===== src/rtl/mem_seq_ctrl_pkg.sv =====
// Shared definitions for the memory sequencer: FSM state encoding, host
// command opcodes and the default RAM geometry / halt instruction.
package mem_seq_pkg;

  localparam int DEF_ADDR_W = 11;
  localparam int DEF_DATA_W = 32;
  localparam logic [31:0] DEF_HALT_WORD = 32'hFFFF_FFFF;

  typedef enum logic [2:0] {
    S_IDLE,
    S_LOAD,
    S_RUN,
    S_RD_ISSUE,
    S_RD_WAIT,
    S_RD_HOLD
  } state_t;

  typedef enum logic [1:0] {
    OP_LOAD_IM = 2'b00,
    OP_LOAD_DM = 2'b01,
    OP_RUN     = 2'b10,
    OP_DUMP    = 2'b11
  } op_t;

endpackage


===== src/rtl/mem_seq_ctrl_if.sv =====
// Host-side stream bundle of the memory sequencer.
//   cmd_*  : command handshake (op, start word address, word count)
//   wr_*   : load-data stream into IMEM/DMEM
//   rd_*   : dump-data stream out of DMEM
// master = host, slave = sequencer.
interface mem_seq_ctrl_if
  import mem_seq_pkg::*;
#(
  parameter int ADDR_W = DEF_ADDR_W,
  parameter int DATA_W = DEF_DATA_W
);
  logic              cmd_valid;
  logic              cmd_ready;
  op_t               cmd_op;
  logic [ADDR_W-1:0] cmd_addr;
  logic [ADDR_W:0]   cmd_len;
  logic              wr_valid;
  logic              wr_ready;
  logic [DATA_W-1:0] wr_data;
  logic              rd_valid;
  logic              rd_ready;
  logic [DATA_W-1:0] rd_data;

  modport master (
    output cmd_valid, cmd_op, cmd_addr, cmd_len, wr_valid, wr_data, rd_ready,
    input  cmd_ready, wr_ready, rd_valid, rd_data
  );

  modport slave (
    input  cmd_valid, cmd_op, cmd_addr, cmd_len, wr_valid, wr_data, rd_ready,
    output cmd_ready, wr_ready, rd_valid, rd_data
  );
endinterface


===== src/rtl/mem_seq_ctrl_mem_port_mux.sv =====
// mem_port_mux: combinational owner selection for the IMEM and DMEM port
// sets. In S_RUN the processor drives both RAMs; otherwise the sequencer's
// own drive (idle, load write or dump read) passes through.
// Ports: state, ctrl_* (sequencer drive), cpu_* (processor drive),
//        im_* / dm_* (RAM controls, active-low, plus address/data).
module mem_port_mux
  import mem_seq_pkg::*;
#(
  parameter int ADDR_W = DEF_ADDR_W,
  parameter int DATA_W = DEF_DATA_W
) (
  input  state_t            state,
  input  logic              ctrl_im_cen,
  input  logic              ctrl_im_wen,
  input  logic [ADDR_W-1:0] ctrl_im_addr,
  input  logic [DATA_W-1:0] ctrl_im_d,
  input  logic              ctrl_dm_cen,
  input  logic              ctrl_dm_wen,
  input  logic              ctrl_dm_oen,
  input  logic [ADDR_W-1:0] ctrl_dm_addr,
  input  logic [DATA_W-1:0] ctrl_dm_d,
  input  logic [DATA_W-1:0] cpu_pc,
  input  logic [DATA_W-1:0] cpu_addr,
  input  logic [DATA_W-1:0] cpu_datain,
  input  logic              cpu_mw,
  input  logic              cpu_mr,
  output logic              im_cen,
  output logic              im_wen,
  output logic              im_oen,
  output logic [ADDR_W-1:0] im_addr,
  output logic [DATA_W-1:0] im_d,
  output logic              dm_cen,
  output logic              dm_wen,
  output logic              dm_oen,
  output logic [ADDR_W-1:0] dm_addr,
  output logic [DATA_W-1:0] dm_d
);
  // Only the low word-address bits reach the 2K-word macros.
  logic unused_cpu_hi;
  assign unused_cpu_hi = ^{cpu_pc[DATA_W-1:ADDR_W], cpu_addr[DATA_W-1:ADDR_W]};

  always_comb begin
    im_cen  = ctrl_im_cen;
    im_wen  = ctrl_im_wen;
    im_oen  = 1'b1;
    im_addr = ctrl_im_addr;
    im_d    = ctrl_im_d;
    dm_cen  = ctrl_dm_cen;
    dm_wen  = ctrl_dm_wen;
    dm_oen  = ctrl_dm_oen;
    dm_addr = ctrl_dm_addr;
    dm_d    = ctrl_dm_d;
    if (state == S_RUN) begin
      im_cen  = 1'b0;
      im_wen  = 1'b1;
      im_oen  = 1'b0;
      im_addr = cpu_pc[ADDR_W-1:0];
      im_d    = '0;
      dm_cen  = 1'b0;
      dm_wen  = cpu_mw;
      dm_oen  = cpu_mr;
      dm_addr = cpu_addr[ADDR_W-1:0];
      dm_d    = cpu_datain;
    end
  end
endmodule


===== src/rtl/mem_seq_ctrl.sv =====
// mem_seq_ctrl: host-side sequencer for the processor's IMEM/DMEM macros.
// Bulk-loads either RAM from the host write stream, runs the processor
// until it fetches HALT_WORD, and streams DMEM ranges back to the host.
// Ports: clk, rst (sync, active-high); host (command/load/dump streams);
//        busy, halted, cycle_cnt status; cpu_reset_n and cpu_* processor
//        side; im_* / dm_* RAM port sets (controls active-low).
module mem_seq_ctrl
  import mem_seq_pkg::*;
#(
  parameter int                ADDR_W    = DEF_ADDR_W,
  parameter int                DATA_W    = DEF_DATA_W,
  parameter logic [DATA_W-1:0] HALT_WORD = DEF_HALT_WORD
) (
  input  logic              clk,
  input  logic              rst,
  mem_seq_ctrl_if.slave     host,
  output logic              busy,
  output logic              halted,
  output logic [31:0]       cycle_cnt,
  output logic              cpu_reset_n,
  input  logic [DATA_W-1:0] cpu_pc,
  input  logic [DATA_W-1:0] cpu_addr,
  input  logic [DATA_W-1:0] cpu_datain,
  input  logic              cpu_mw,
  input  logic              cpu_mr,
  output logic              im_cen,
  output logic              im_wen,
  output logic              im_oen,
  output logic [ADDR_W-1:0] im_addr,
  output logic [DATA_W-1:0] im_d,
  input  logic [DATA_W-1:0] im_q,
  output logic              dm_cen,
  output logic              dm_wen,
  output logic              dm_oen,
  output logic [ADDR_W-1:0] dm_addr,
  output logic [DATA_W-1:0] dm_d,
  input  logic [DATA_W-1:0] dm_q
);
  state_t            state_q, state_d;
  op_t               op_q;
  logic [ADDR_W-1:0] addr_q;
  logic [ADDR_W:0]   cnt_q;
  logic [DATA_W-1:0] rd_data_q;
  logic              halted_q;
  logic [31:0]       cycle_q;

  logic accept, ld_we, ld_dm, rd_issue, rd_take, halt_hit, last_word;

  assign last_word = (cnt_q == (ADDR_W+1)'(1));
  assign halt_hit  = (state_q == S_RUN) && (im_q == HALT_WORD);

  always_comb begin
    state_d        = state_q;
    host.cmd_ready = 1'b0;
    host.wr_ready  = 1'b0;
    host.rd_valid  = 1'b0;
    accept         = 1'b0;
    ld_we          = 1'b0;
    rd_issue       = 1'b0;
    rd_take        = 1'b0;
    case (state_q)
      S_IDLE: begin
        host.cmd_ready = 1'b1;
        if (host.cmd_valid) begin
          accept = 1'b1;
          case (host.cmd_op)
            OP_LOAD_IM, OP_LOAD_DM: if (host.cmd_len != '0) state_d = S_LOAD;
            OP_RUN:                 state_d = S_RUN;
            default:                if (host.cmd_len != '0) state_d = S_RD_ISSUE;
          endcase
        end
      end
      S_LOAD: begin
        // Gating with rst keeps a word presented during reset out of the RAM.
        host.wr_ready = !rst;
        if (host.wr_valid && !rst) begin
          ld_we = 1'b1;
          if (last_word) state_d = S_IDLE;
        end
      end
      S_RUN:      if (halt_hit) state_d = S_IDLE;
      S_RD_ISSUE: begin
        rd_issue = 1'b1;
        state_d  = S_RD_WAIT;
      end
      S_RD_WAIT:  state_d = S_RD_HOLD;
      S_RD_HOLD: begin
        host.rd_valid = 1'b1;
        if (host.rd_ready) begin
          rd_take = 1'b1;
          state_d = last_word ? S_IDLE : S_RD_ISSUE;
        end
      end
      default:    state_d = S_IDLE;
    endcase
  end

  always_ff @(posedge clk) begin
    if (rst) begin
      state_q   <= S_IDLE;
      op_q      <= OP_LOAD_IM;
      addr_q    <= '0;
      cnt_q     <= '0;
      rd_data_q <= '0;
      halted_q  <= 1'b0;
      cycle_q   <= '0;
    end else begin
      state_q <= state_d;
      if (accept) begin
        op_q   <= host.cmd_op;
        addr_q <= host.cmd_addr;
        cnt_q  <= host.cmd_len;
        if (host.cmd_op == OP_RUN) begin
          halted_q <= 1'b0;
          cycle_q  <= '0;
        end
      end
      if (ld_we || rd_take) begin
        addr_q <= addr_q + ADDR_W'(1);
        cnt_q  <= cnt_q - (ADDR_W+1)'(1);
      end
      if (state_q == S_RD_WAIT) rd_data_q <= dm_q;
      if (state_q == S_RUN && cycle_q != '1) cycle_q <= cycle_q + 32'd1;
      if (halt_hit) halted_q <= 1'b1;
    end
  end

  assign ld_dm = ld_we && (op_q == OP_LOAD_DM);

  logic              c_im_cen, c_im_wen, c_dm_cen, c_dm_wen, c_dm_oen;
  logic [ADDR_W-1:0] c_im_addr, c_dm_addr;
  logic [DATA_W-1:0] c_im_d, c_dm_d;

  always_comb begin
    c_im_cen  = !(ld_we && !ld_dm);
    c_im_wen  = c_im_cen;
    c_im_addr = c_im_cen ? '0 : addr_q;
    c_im_d    = c_im_cen ? '0 : host.wr_data;
    c_dm_cen  = !(ld_dm || rd_issue);
    c_dm_wen  = !ld_dm;
    c_dm_oen  = !rd_issue;
    c_dm_addr = c_dm_cen ? '0 : addr_q;
    c_dm_d    = ld_dm ? host.wr_data : '0;
  end

  mem_port_mux #(.ADDR_W(ADDR_W), .DATA_W(DATA_W)) u_mux (
    .state(state_q),
    .ctrl_im_cen(c_im_cen), .ctrl_im_wen(c_im_wen),
    .ctrl_im_addr(c_im_addr), .ctrl_im_d(c_im_d),
    .ctrl_dm_cen(c_dm_cen), .ctrl_dm_wen(c_dm_wen), .ctrl_dm_oen(c_dm_oen),
    .ctrl_dm_addr(c_dm_addr), .ctrl_dm_d(c_dm_d),
    .cpu_pc(cpu_pc), .cpu_addr(cpu_addr), .cpu_datain(cpu_datain),
    .cpu_mw(cpu_mw), .cpu_mr(cpu_mr),
    .im_cen(im_cen), .im_wen(im_wen), .im_oen(im_oen),
    .im_addr(im_addr), .im_d(im_d),
    .dm_cen(dm_cen), .dm_wen(dm_wen), .dm_oen(dm_oen),
    .dm_addr(dm_addr), .dm_d(dm_d)
  );

  assign busy         = (state_q != S_IDLE);
  assign cpu_reset_n  = (state_q == S_RUN);
  assign halted       = halted_q;
  assign cycle_cnt    = cycle_q;
  assign host.rd_data = rd_data_q;
endmodule

===== src/flat_wrapper.sv =====
// flat-port wrapper written by rule: the top's interface ports become plain ports
module mem_seq_ctrl_flat import mem_seq_pkg::*;
#(
  parameter int                ADDR_W    = DEF_ADDR_W,
  parameter int                DATA_W    = DEF_DATA_W,
  parameter logic [DATA_W-1:0] HALT_WORD = DEF_HALT_WORD
)
  (clk, rst, busy, halted, cycle_cnt, cpu_reset_n, cpu_pc, cpu_addr, cpu_datain, cpu_mw, cpu_mr, im_cen, im_wen, im_oen, im_addr, im_d, im_q, dm_cen, dm_wen, dm_oen, dm_addr, dm_d, dm_q, host_cmd_valid, host_cmd_op, host_cmd_addr, host_cmd_len, host_wr_valid, host_wr_data, host_rd_ready, host_cmd_ready, host_wr_ready, host_rd_valid, host_rd_data);
  mem_seq_ctrl_if #(.ADDR_W(ADDR_W), .DATA_W(DATA_W)) host_i ();
  input  logic clk;
  input  logic rst;
  output logic busy;
  output logic halted;
  output logic [31:0] cycle_cnt;
  output logic cpu_reset_n;
  input  logic [DATA_W-1:0] cpu_pc;
  input  logic [DATA_W-1:0] cpu_addr;
  input  logic [DATA_W-1:0] cpu_datain;
  input  logic cpu_mw;
  input  logic cpu_mr;
  output logic im_cen;
  output logic im_wen;
  output logic im_oen;
  output logic [ADDR_W-1:0] im_addr;
  output logic [DATA_W-1:0] im_d;
  input  logic [DATA_W-1:0] im_q;
  output logic dm_cen;
  output logic dm_wen;
  output logic dm_oen;
  output logic [ADDR_W-1:0] dm_addr;
  output logic [DATA_W-1:0] dm_d;
  input  logic [DATA_W-1:0] dm_q;
  input wire logic [$bits(host_i.cmd_valid)-1:0] host_cmd_valid;
  input wire logic [$bits(host_i.cmd_op)-1:0] host_cmd_op;
  input wire logic [$bits(host_i.cmd_addr)-1:0] host_cmd_addr;
  input wire logic [$bits(host_i.cmd_len)-1:0] host_cmd_len;
  input wire logic [$bits(host_i.wr_valid)-1:0] host_wr_valid;
  input wire logic [$bits(host_i.wr_data)-1:0] host_wr_data;
  input wire logic [$bits(host_i.rd_ready)-1:0] host_rd_ready;
  output wire logic [$bits(host_i.cmd_ready)-1:0] host_cmd_ready;
  output wire logic [$bits(host_i.wr_ready)-1:0] host_wr_ready;
  output wire logic [$bits(host_i.rd_valid)-1:0] host_rd_valid;
  output wire logic [$bits(host_i.rd_data)-1:0] host_rd_data;
  assign host_i.cmd_valid = host_cmd_valid;
  assign host_i.cmd_op = host_cmd_op;
  assign host_i.cmd_addr = host_cmd_addr;
  assign host_i.cmd_len = host_cmd_len;
  assign host_i.wr_valid = host_wr_valid;
  assign host_i.wr_data = host_wr_data;
  assign host_i.rd_ready = host_rd_ready;
  assign host_cmd_ready = host_i.cmd_ready;
  assign host_wr_ready = host_i.wr_ready;
  assign host_rd_valid = host_i.rd_valid;
  assign host_rd_data = host_i.rd_data;
  mem_seq_ctrl #(.ADDR_W(ADDR_W), .DATA_W(DATA_W), .HALT_WORD(HALT_WORD)) u_core (.clk(clk), .rst(rst), .host(host_i), .busy(busy), .halted(halted), .cycle_cnt(cycle_cnt), .cpu_reset_n(cpu_reset_n), .cpu_pc(cpu_pc), .cpu_addr(cpu_addr), .cpu_datain(cpu_datain), .cpu_mw(cpu_mw), .cpu_mr(cpu_mr), .im_cen(im_cen), .im_wen(im_wen), .im_oen(im_oen), .im_addr(im_addr), .im_d(im_d), .im_q(im_q), .dm_cen(dm_cen), .dm_wen(dm_wen), .dm_oen(dm_oen), .dm_addr(dm_addr), .dm_d(dm_d), .dm_q(dm_q));
endmodule

===== config.mk =====
export PLATFORM = sky130hd
export DESIGN_NAME = mem_seq_ctrl_flat
export DESIGN_NICKNAME = d
export VERILOG_FILES = /design/src/rtl/mem_seq_ctrl_pkg.sv /design/src/rtl/mem_seq_ctrl_if.sv /design/src/rtl/mem_seq_ctrl_mem_port_mux.sv /design/src/rtl/mem_seq_ctrl.sv /design/src/flat_wrapper.sv
export SDC_FILE = /design/constraint.sdc
export NUM_CORES = 1
export LEC_CHECK = 0
export BUFFER_PORTS_ARGS = -buffer_cell sky130_fd_sc_hd__buf_2
export CORE_AREA = 2 2 148 150
export DETAILED_ROUTE_END_ITERATION = 8
export DIE_AREA = 0 0 150 152
export PLACE_DENSITY = 0.62
export SLEW_MARGIN = 25
export SYNTH_ARGS = -nofsm -noshare
export SYNTH_HDL_FRONTEND = slang
export SYNTH_SLANG_ARGS = --single-unit
export TNS_END_PERCENT = 30

===== constraint.sdc =====
create_clock -name clk -period 5.75 [get_ports clk]
set_input_delay 0.575 -clock clk [delete_from_list [all_inputs] [get_ports clk]]
set_output_delay 0.575 -clock clk [all_outputs]
set_load 0.05 [all_outputs]

==> impl_metrics.csv <==
group,metric,value,unit
sta,slew_viol_final,0,
global_route,grt_pass1_vias,6273,
cells_and_area,syn_to_final_growth,40.3,%
synthesis,netlist_area,5520,µm²
sta,holdWs,0.445,ns
routing,drt-total-wl,21800,µm
sta,setup_tns,0,ns
routing,firstDrtPassIters,5,
placement,dp.final_hpwl,16100,µm
clock_network,post_cts_buffers,0,
worst_setup_path,critical_path.max_stage_delay,0.76,ns
worst_setup_path,worstSetupPathType,"flip-flop to output port",
worst_setup_path,crit_path_start_kind,"flip-flop",
die,dieArea,22800,µm²
worst_setup_path,path_cells,"nand2b_1 > nand2b_1 > nor3b_4 > buf_4 > inv_1 > o21ai_0 > buf_2",
sta,max_slew_margin,37.9,%
synthesis,ys_warn_count,0,
placement,portBuffers,343,
cells_and_area,nNetsFinal,1241,
synthesis,ys_seq_area_share,33.7,%
clock_network,cts_root_buffer,"clkbuf_16",
synthesis,synth_edf_count,0,
worst_hold_path,min_path_cells,3,
synthesis,synth_area_leaders,"dfxtp_1 34%, a22o_1 8.1%, nand2_1 6.8%",
clock_network,ctsResizeCount,0,
die,rows,54,
synthesis,synth-main-ff-cell,"dfxtp_1",
routing,vias,6747,
synthesis,synth_seq_cells,93,
clock_network,clkLatencyLatePin,0.36,ns
worst_setup_path,end_kind,"output port",
cells_and_area,final_common_cell,"buf_2",
sta,hold_viol_final,0,
die,io_pins,386,
global_route,grt_pass1_wl,34000,µm
synthesis,netlist.area_leader.share,33.7,%
global_route,grt_max_degree,70,
die,die_h,152,µm
sta,tightest_slew,0.932,ns
worst_setup_path,r2r-start,"u_core.cycle_cnt[0]",
power_and_ir_drop,power_density,367,nW/µm²
worst_setup_path,path_common_cell,"nand2b_1",
cells_and_area,final_cell_mix,"343 x buf_2, 100 x nand2_1, 93 x dfxtp_1",
die,core_area,21400,µm²
cells_and_area,nFillCells,2284,
die,start_util,25.8,%
sta,fin_crit,3.78,ns
global_route,antenna_found_initial,3,
routing,drt_drc_violations_left,0,
synthesis,synth_top_area_cell,"dfxtp_1",
worst_hold_path,worstHoldStart,"dm_q[1]",
routing,vias_per_cell,5.19,
clock_network,cts_sinks,93,
outcome,status,"complete, no violations",
clock_network,cts_inserted_buffers,9,
job,maxCapViolCount,0,
clock_network,clk_pin_slew,0.08,ns
cells_and_area,drive_above_1_share,38.1,%
global_route,grt_usage,18.6,%
clock_network,cts-htree-levels,3,
clock_network,hold_buffers,0,
placement,gp_congestion,0.819,
power_and_ir_drop,leakage,3.53,nW
worst_setup_path,ff2ff_path_depth,6,
sta,post-route-period-util,65.7,%
sta,skew,0.00624,ns
worst_setup_path,worstPathArrival,3.20,ns
worst_setup_path,cp_max_fo,22,
sta,rsz0062_at_grt,"no",
worst_setup_path,slowest_stage,"nor3b_4",
sta,fmax,265,MHz
routing,first_iter_violations,525,
clock_network,clk_path_buf_depth,2,
synthesis,yosys.cell_types.count,65,
routing,postRouteAntennaNets,0,
clock_network,cts_tree,"yes",
die,die_w,150,µm
synthesis,avgSynthCellArea,7.84,µm²
worst_setup_path,reg2reg_to,"u_core.cycle_cnt[4]",
worst_setup_path,r2r_setup_slack,2.95,ns
global_route,grt.overflow.total,0,
synthesis,syn_inst,704,
sta,setup_viol,0,
synthesis,synth-async-reset-ratio,0,%
power_and_ir_drop,power.total,2.84,mW
routing,post_drt_wl_per_cell,16.8,µm
worst_hold_path,min_to,"u_core.host.rd_data[1]",
synthesis,postSynthNetCount,932,
power_and_ir_drop,peakVddDrop,0.000221,V
worst_hold_path,min_path_type,"input pin to flip-flop",
worst_setup_path,cp.required,5.18,ns
cells in the mapped netlist (14+ instances only):
master	instances
nand2_1	100
buf_2	14
inv_1	16
nand4_1	27
nor3_1	14
a21oi_1	57
and2_1	38
clkbuf_1	31
nor2_1	39
nand3_1	27
dfxtp_1	93
o21ai_0	16
a22o_1	51
a31oi_1	35
stage by stage:
stage          setup slack (ns)  std cells  area (µm²)  utilization [%]
6_report                   1.97       1300        7740             36.3
5_1_grt                    1.63       1300        7740             36.3
4_1_cts                    1.95       1298        7740             36.2
3_5_place_dp               2.35       1282        7420             34.8
3_3_place_gp               2.20       1282        7420             34.7
2_1_floorplan              2.48        704        5520                -
state kept, by name, summed over array words and instances (netlist names):
signal,flops
u_core.cnt_q,12
u_core.host.rd_data,32
u_core.halted,1
u_core.cycle_cnt,32
u_core.addr_q,11
u_core.op_q,2
u_core.state_q,3
power by group:
part	switching (mW)	leakage (nW)	internal [mW]
registers	0.0907	0.754	0.715
clock network	0.289	0.154	0.359
logic	1.02	2.62	0.370
total	1.40	3.53	1.44
worst max-delay path, delay by kind of cell (launching register included):
kind	cells	cell delay, ns
AO/OA/AOI/OAI	1	0.15
buffers and inverters	3	0.79
flip-flops	1	0.56
AND/OR/NAND/NOR	3	1.35
worst max-delay path by stage:
stage	from	end
floorplan	u_core.state_q[1]	im_addr[2]
global placement	u_core.state_q[1]	dm_d[20]
detailed placement	u_core.state_q[0]	im_addr[3]
CTS	u_core.state_q[0]	im_addr[3]
global route	u_core.state_q[0]	im_addr[3]
finish	u_core.state_q[0]	im_addr[3]
area by class of cell:
| class | instances | area [µm²] | share of cell area, % |
|---|---|---|---|
| inverters | 16 | 62.6 | 0.808 |
| multi-input cells | 544 | 3380 | 43.7 |
| clock buffers | 10 | 239 | 3.09 |
| diodes | 2 | 5.00 | 0.0646 |
| well taps | 280 | 350 | 4.52 |
| repair buffers | 349 | 1760 | 22.8 |
| flip-flops and latches | 93 | 1860 | 24.0 |
| clock inverters | 6 | 77.6 | 1.00 |
per-layer routing:
metal	up-vias	share of wire, %	global-route usage, %
met5	-	0	0
met4	0	1.6	5.97
met3	26	7.7	4.92
met2	271	46	29.1
met1	3176	45	24.8
li1	3274	-	-
cell families after synthesis:
group	Yosys count	share of synthesized area, %
compound gates	221	28.5
xor+xnor	5	0.794
fa+ha+maj	4	0.907
buf+inv	67	5.21
flops	93	33.7
mux	1	0.181
simple gates	313	30.7
(Power assumes the default switching activity.)
